===== src/rtl/pc_ir_unit_if.sv =====
// pc_ir_unit_if: controller/datapath bus for the PC, IR and MDR stage
interface pc_ir_unit_if #(
    parameter int DATA_W = 32,
    parameter int CNT_W  = 16
);
    logic              pc_write;
    logic              pc_write_cond;
    logic              beq;
    logic [1:0]        pc_src;
    logic              ir_write;
    logic              iord;
    logic [DATA_W-1:0] alu_result;
    logic [DATA_W-1:0] alu_out;
    logic              alu_zero;
    logic [DATA_W-1:0] mem_rdata;
    logic [DATA_W-1:0] mem_addr;
    logic [DATA_W-1:0] pc;
    logic [DATA_W-1:0] ir;
    logic [DATA_W-1:0] mdr;
    logic [5:0]        opcode;
    logic [4:0]        rs;
    logic [4:0]        rt;
    logic [4:0]        rd;
    logic [15:0]       imm;
    logic [CNT_W-1:0]  retired_cnt;

    modport master (
        output pc_write, pc_write_cond, beq, pc_src, ir_write, iord,
               alu_result, alu_out, alu_zero, mem_rdata,
        input  mem_addr, pc, ir, mdr, opcode, rs, rt, rd, imm, retired_cnt
    );

    modport slave (
        input  pc_write, pc_write_cond, beq, pc_src, ir_write, iord,
               alu_result, alu_out, alu_zero, mem_rdata,
        output mem_addr, pc, ir, mdr, opcode, rs, rt, rd, imm, retired_cnt
    );
endinterface


===== src/rtl/pc_ir_unit.sv =====
// pc_ir_unit: program counter, instruction register and memory data register of the multicycle CPU
module pc_ir_unit #(
    parameter int                DATA_W   = 32,
    parameter logic [DATA_W-1:0] RESET_PC = '0,
    parameter int                CNT_W    = 16
) (
    input logic         clock,
    input logic         reset,
    pc_ir_unit_if.slave bus
);
    logic [DATA_W-1:0] pcReg;
    logic [DATA_W-1:0] irReg;
    logic [DATA_W-1:0] mdrReg;
    logic [CNT_W-1:0]  cntReg;
    logic              pcEn;
    logic              retire;
    logic [DATA_W-1:0] pcNext;

    // PC load decision and next-PC selection; pc_src 11 holds even when enabled
    always_comb begin
        pcEn   = bus.pc_write | (bus.pc_write_cond & (bus.alu_zero ~^ bus.beq));
        retire = bus.ir_write & (bus.mem_rdata[DATA_W-1 -: 6] != 6'd0);
        pcNext = bus.pc_src == 2'b00 ? bus.alu_result :
                 bus.pc_src == 2'b01 ? bus.alu_out :
                 bus.pc_src == 2'b10 ? {pcReg[DATA_W-1:26], irReg[25:0]} : pcReg;
    end

    // Register updates; active-low reset aborts everything in flight
    always_ff @(posedge clock) begin
        if (!reset) begin
            pcReg  <= RESET_PC;
            irReg  <= '0;
            mdrReg <= '0;
            cntReg <= '0;
        end else begin
            if (pcEn) pcReg <= pcNext;
            if (bus.ir_write) irReg <= bus.mem_rdata;
            mdrReg <= bus.mem_rdata;
            if (retire) cntReg <= cntReg + CNT_W'(1);
        end
    end

    // Memory address mux, opcode bypass for the fetch state, and IR field decode
    always_comb begin
        bus.mem_addr    = bus.iord ? bus.alu_out : pcReg;
        bus.opcode      = bus.ir_write ? bus.mem_rdata[DATA_W-1 -: 6] : irReg[DATA_W-1 -: 6];
        bus.pc          = pcReg;
        bus.ir          = irReg;
        bus.mdr         = mdrReg;
        bus.rs          = irReg[25:21];
        bus.rt          = irReg[20:16];
        bus.rd          = irReg[15:11];
        bus.imm         = irReg[15:0];
        bus.retired_cnt = cntReg;
    end
endmodule


===== src/flat_wrapper.sv =====
// flat-port wrapper written by rule: the top's interface ports become plain ports
module pc_ir_unit_flat 
#(
    parameter int                DATA_W   = 32,
    parameter logic [DATA_W-1:0] RESET_PC = '0,
    parameter int                CNT_W    = 16
)
  (clock, reset, bus_pc_write, bus_pc_write_cond, bus_beq, bus_pc_src, bus_ir_write, bus_iord, bus_alu_result, bus_alu_out, bus_alu_zero, bus_mem_rdata, bus_mem_addr, bus_pc, bus_ir, bus_mdr, bus_opcode, bus_rs, bus_rt, bus_rd, bus_imm, bus_retired_cnt);
  pc_ir_unit_if #(.DATA_W(DATA_W), .CNT_W(CNT_W)) bus_i ();
  input logic clock;
  input logic reset;
  input wire logic [$bits(bus_i.pc_write)-1:0] bus_pc_write;
  input wire logic [$bits(bus_i.pc_write_cond)-1:0] bus_pc_write_cond;
  input wire logic [$bits(bus_i.beq)-1:0] bus_beq;
  input wire logic [$bits(bus_i.pc_src)-1:0] bus_pc_src;
  input wire logic [$bits(bus_i.ir_write)-1:0] bus_ir_write;
  input wire logic [$bits(bus_i.iord)-1:0] bus_iord;
  input wire logic [$bits(bus_i.alu_result)-1:0] bus_alu_result;
  input wire logic [$bits(bus_i.alu_out)-1:0] bus_alu_out;
  input wire logic [$bits(bus_i.alu_zero)-1:0] bus_alu_zero;
  input wire logic [$bits(bus_i.mem_rdata)-1:0] bus_mem_rdata;
  output wire logic [$bits(bus_i.mem_addr)-1:0] bus_mem_addr;
  output wire logic [$bits(bus_i.pc)-1:0] bus_pc;
  output wire logic [$bits(bus_i.ir)-1:0] bus_ir;
  output wire logic [$bits(bus_i.mdr)-1:0] bus_mdr;
  output wire logic [$bits(bus_i.opcode)-1:0] bus_opcode;
  output wire logic [$bits(bus_i.rs)-1:0] bus_rs;
  output wire logic [$bits(bus_i.rt)-1:0] bus_rt;
  output wire logic [$bits(bus_i.rd)-1:0] bus_rd;
  output wire logic [$bits(bus_i.imm)-1:0] bus_imm;
  output wire logic [$bits(bus_i.retired_cnt)-1:0] bus_retired_cnt;
  assign bus_i.pc_write = bus_pc_write;
  assign bus_i.pc_write_cond = bus_pc_write_cond;
  assign bus_i.beq = bus_beq;
  assign bus_i.pc_src = bus_pc_src;
  assign bus_i.ir_write = bus_ir_write;
  assign bus_i.iord = bus_iord;
  assign bus_i.alu_result = bus_alu_result;
  assign bus_i.alu_out = bus_alu_out;
  assign bus_i.alu_zero = bus_alu_zero;
  assign bus_i.mem_rdata = bus_mem_rdata;
  assign bus_mem_addr = bus_i.mem_addr;
  assign bus_pc = bus_i.pc;
  assign bus_ir = bus_i.ir;
  assign bus_mdr = bus_i.mdr;
  assign bus_opcode = bus_i.opcode;
  assign bus_rs = bus_i.rs;
  assign bus_rt = bus_i.rt;
  assign bus_rd = bus_i.rd;
  assign bus_imm = bus_i.imm;
  assign bus_retired_cnt = bus_i.retired_cnt;
  pc_ir_unit #(.DATA_W(DATA_W), .RESET_PC(RESET_PC), .CNT_W(CNT_W)) u_core (.clock(clock), .reset(reset), .bus(bus_i));
endmodule

===== config.mk =====
export PLATFORM = sky130hd
export DESIGN_NAME = pc_ir_unit_flat
export DESIGN_NICKNAME = d
export VERILOG_FILES = /design/src/rtl/pc_ir_unit_if.sv /design/src/rtl/pc_ir_unit.sv /design/src/flat_wrapper.sv
export SDC_FILE = /design/constraint.sdc
export NUM_CORES = 1
export LEC_CHECK = 0
export CAP_MARGIN = 15
export CORE_MARGIN = 2
export CORE_UTILIZATION = 30
export CTS_BUF_LIST = sky130_fd_sc_hd__clkbuf_4
export DETAILED_ROUTE_END_ITERATION = 6
export SYNTH_ARGS = -nofsm -noshare
export SYNTH_HDL_FRONTEND = slang
export SYNTH_SLANG_ARGS = --single-unit
export TNS_END_PERCENT = 1

===== constraint.sdc =====
create_clock -name clock -period 2.1 [get_ports clock]
set_clock_uncertainty 0.2 [all_clocks]
set_input_delay 0.42 -clock clock [delete_from_list [all_inputs] [get_ports clock]]
set_output_delay 0.42 -clock clock [all_outputs]
set_load 0.02 [all_outputs]

-- Word-level counts from Yosys, hierarchy flattened
Index checks and enable logic that the tools add are counted.
- output and inout port bits: 181
- flip-flop bits (word level): 112
- input port bits: 106
- mux-type cells: 5
- $add $sub $neg: 1
- reductions and logical operators: 6
- bitwise gates (word level): 4
- equality and inequality tests: 2
- operators by type and width (operator ; number):
    2-to-1 mux 32 bit ; 3
    2-to-1 mux 26 bit ; 1
    adder 16 x 1 -> 16 bit (second input constant) ; 1
    2-to-1 mux 6 bit ; 1
    nonzero test 6 bit ; 1
    AND reduction 2 bit ; 2
    nonzero test 3 bit ; 1
    AND 1 bit ; 2
    equality test 2 x 1 -> 1 bit (second input constant) ; 1
    equality test 2 bit (second input constant) ; 1
    logical NOT 2 bit ; 1
    nonzero test 2 bit ; 1
    bitwise OR 1 bit ; 1
    bitwise XNOR 1 bit ; 1

-- Longest topological paths before layout
- depth after elaboration: 4
- depth in mapped cells: 6
- mapped depth without buffers: 4

-- Worst setup path before layout
No wires, ideal clock.
- path kind: input -> output
- start: input port bus_iord
- end: output port bus_mem_addr[18]
- data arrival time: 1510 ps
- stages: 3
- slack: -30 ps
- data required time: 1480 ps
- cell sequence: clkbuf_1 > buf_1 > mux2_2
- cells in the longest elaborated chain, start to end: 1
- ends and longest elaborated chain (what ; line ; source):
    start: declaration ; flat_wrapper.sv:17 ; input wire logic [$bits(bus_i.iord)-1:0] bus_iord;
    2-to-1 mux 32 bit ; pc_ir_unit.sv:45 ; bus.mem_addr = bus.iord ? bus.alu_out : pcReg;
    end: declaration ; flat_wrapper.sv:22 ; output wire logic [$bits(bus_i.mem_addr)-1:0] bus_mem_addr;
Every way passes these cells.

-- Worst setup path after layout
- start: input port bus_alu_out[14]
- end: output port bus_mem_addr[14]
- cells in the longest elaborated chain, start to end: 1
- ends and longest elaborated chain (what ; line ; source):
    start: declaration ; flat_wrapper.sv:19 ; input wire logic [$bits(bus_i.alu_out)-1:0] bus_alu_out;
    2-to-1 mux 32 bit ; pc_ir_unit.sv:45 ;
Every way passes these cells.

==> flow_metrics.py <==
metrics = {
    "sta": {
        "worst-slew-pin-transition_ns": 0.4671,
        "setup_ws_ns": 0.01898,
        "setup_viol": 0,
        "period_share_pct": 99.10,
        "drv_slew": 0,
        "fin_crit_ns": 2.081,
        "max_freq_mhz": 480.5,
        "hold_viol_final": 0,
        "max_slew_margin_pct": 68.05,
    },
    "synthesis": {
        "synth_top_area_share_pct": 42.98,
        "synthArstFlopShare_pct": 0,
        "ys_warn_count": 0,
        "synth_area_um2": 5216,
        "ys_seq_area_share_pct": 42.98,
        "yosysTopAreaCell": "dfxtp_1",
        "syn_area_per_cell_um2": 9.040,
        "synth.distinct_cells": 41,
        "syn_nets": 684,
        "synth_seq_cells": 112,
        "ys_top_cells_by_area": "dfxtp_1, mux2i_1, mux2_2",
        "synth-edff-count": 0,
        "netlist_instances": 577,
        "synth_top_flop_cell": "dfxtp_1",
    },
    "worst_setup_path": {
        "slowest_delay_ns": 0.45,
        "cp_cell_sequence": "clkdlybuf4s50_1, mux2_2, dlygate4sd2_1",
        "startpoint_type": "input pin",
        "crit_type": "input pin to output port",
        "path_max_fanout": 2,
        "endpoint_kind": "output port",
        "crit_required_ns": 1.48,
        "arrival_ns": 1.46,
        "worst_path_max_delay_cell": "clkdlybuf4s50_1",
    },
    "floorplanning": {
        "die-area_um2": 18460,
        "start_util_pct": 30.37,
        "coreArea_um2": 17180,
        "rows": 48,
        "die-height_um": 135.9,
        "ios": 287,
        "die_x_um": 135.9,
    },
    "pwr": {
        "ir_worst_vdd_mv": 0.2367,
        "power_density_nw_per_um2": 553.0,
        "total_power_mw": 4.541,
        "power_leakage_nw": 3.844,
    },
    "outcome": {
        "status": "completed",
    },
    "placed_design": {
        "io_buffers": 286,
        "hpwl_um": 13650,
        "dp_slack_ns": -0.2948,
        "placed_area_um2": 8267,
        "gp_congestion": 0.7631,
    },
    "final_layout": {
        "final_nets": 943,
        "fin_area_um2": 8212,
        "drive_gt1_share_pct": 13.23,
        "areaGrowthSynthToFinish_pct": 57.42,
        "postLayoutCoreUtil_pct": 47.81,
    },
    "routing": {
        "via_per_inst": 4.788,
        "routed-via-count": 5099,
        "drcViolationCount": 0,
        "dr.pass1.iters": 4,
        "ant_nets": 0,
        "wl_per_cell_um": 17.27,
        "first_iter_violations": 173,
        "wirelength_um": 18400,
    },
    "grt": {
        "grtUsageTotal_pct": 19.45,
        "grt_max_degree": 72,
        "grt_pass1_wl_um": 27390,
        "gr-total-overflow": 0,
        "grt_pass1_vias": 4994,
        "antenna_found_initial": 1,
    },
    "clock_tree": {
        "clockBufferDepth": 2,
        "cts_root_buf": "clkbuf_4",
        "insertion_delay_ns": 0.46,
        "htreeDepth": 3,
        "cts_tree": "built",
        "cts_buffers": 9,
        "cts_sinks": 112,
        "clkTransAtPathRegs_ns": 0.16,
    },
    "run": {
        "maxCapViolCount": 0,
    },
    "min_path": {
        "holdCritPathClass": "input pin to flop",
    },
}
worst paths after layout:
check	cells after the start	end	slack [ns]	start
setup / recovery	3	bus_mem_addr[14]	0.02	bus_alu_out[14]
hold / removal	2	u_core.bus.mdr[30]$_SDFF_PN0_	0.08	bus_mem_rdata[30]
setup reg to reg	4	u_core.bus.retired_cnt[15]$_SDFFE_PN0P_	0.25	u_core.bus.retired_cnt[3]$_SDFFE_PN0P_
hold reg to reg	2	u_core.bus.pc[13]$_SDFFE_PN0P_	0.29	u_core.bus.pc[13]$_SDFFE_PN0P_
layer usage:
| layer | GRT usage (%) | up-vias | share of wire [%] |
|---|---|---|---|
| met5 | 0 | - | 0 |
| met4 | 5.498 | 0 | 1.4 |
| met3 | 4.773 | 16 | 7.7 |
| met2 | 34.46 | 206 | 49 |
| met1 | 23.36 | 2375 | 42 |
| li1 | - | 2502 | - |
through the flow:
| step | TNS (ns) | instances | hold slack [ns] |
|---|---|---|---|
| final | 0 | 1065 | 0.08133 |
| after global routing | -0.005799 | 1065 | 0.07599 |
| after CTS | 0 | 1064 | 0.1468 |
| after detailed placement | -14.55 | 1050 | 0.2722 |
| after global placement | -12.67 | 1050 | 0.2627 |
| after floorplan | 0 | 577 | 0.3417 |
Yosys cell counts (3+ instances only):
cell type	count
and2_1	38
nand4_1	29
mux2_2	32
nand3_1	4
a211oi_1	7
o21ai_0	61
nor2_1	32
nand2_1	64
buf_4	31
buf_6	3
nor2b_1	6
dfxtp_1	112
buf_2	7
a2111oi_0	6
xnor2_1	3
mux2i_1	53
or4_1	7
inv_1	8
o31ai_1	8
clkbuf_1	30
a21oi_1	11
worst max-delay path: cells and delay by family:
family | cells | cell delay [ns]
buffers and inverters | 2 | 0.77
muxes | 1 | 0.28
power by group:
group	switching, mW	internal (mW)	leakage (nW)
clock	0.662	0.268	0.0607
sequential	0.0865	2.24	0.926
combinational	0.671	0.610	2.86
total	1.42	3.12	3.84
final cells by class:
class | count | area, µm²
fill | 1670 | 8965
timing repair buffer | 322 | 3030
multi-input combinational | 382 | 2514
sequential | 112 | 2251
tap | 225 | 281.5
clock buffer | 12 | 90.09
inverter | 9 | 33.78
clock inverter | 2 | 8.758
antenna | 1 | 2.502
layout by cell type (no fill, tap or decap), drive strengths merged, types with 2 or more instances in the layout:
cell	n
dlygate4sd2	130
clkdlybuf4s50	123
dfxtp	112
nand2	64
o21ai	61
mux2i	53
buf	41
and2	38
mux2	32
nor2	32
nand4	29
clkbuf	20
dlymetal6s2s	13
a21oi	11
inv	9
o31ai	8
or4	8
a211oi	7
clkdlybuf4s15	7
nor2b	6
a2111oi	6
nand3	5
xnor2	3
nand2b	2
o21bai	2
o21a	2
nor4	2
and4	2
o211ai	2
or3	2
clkinv	2
cells by family (layout without fill, tap and decap cells):
group / Yosys count / in the layout / share of synthesized area, %
DFF: 112 / 112 / 42.98
adders and majority gates: 1 / 1 / 0.2398
muxes: 85 / 85 / 17.08
buffers and inverters: 83 / 345 / 8.899
AOI/OAI and AO/OA: 100 / 100 / 11.18
and+or+nand+nor: 192 / 192 / 18.95
xor gates and xnor gates: 4 / 4 / 0.6717
other: 0 / 1 / 0
state kept, by name (all words and copies together), names as in the netlist:
signal / flops
u_core.bus.pc: 32
u_core.bus.mdr: 32
u_core.bus.ir: 32
u_core.bus.retired_cnt: 16
what timing repair did:
| item | in CTS | in global routing |
|---|---|---|
| setup endpoints to repair | 145 | 27 |
| resized for setup | 158 | 37 |
| buffers inserted | 0 | 0 |
| hold buffers | 0 | 0 |
No activity file was read; power rests on OpenSTA's default activity.
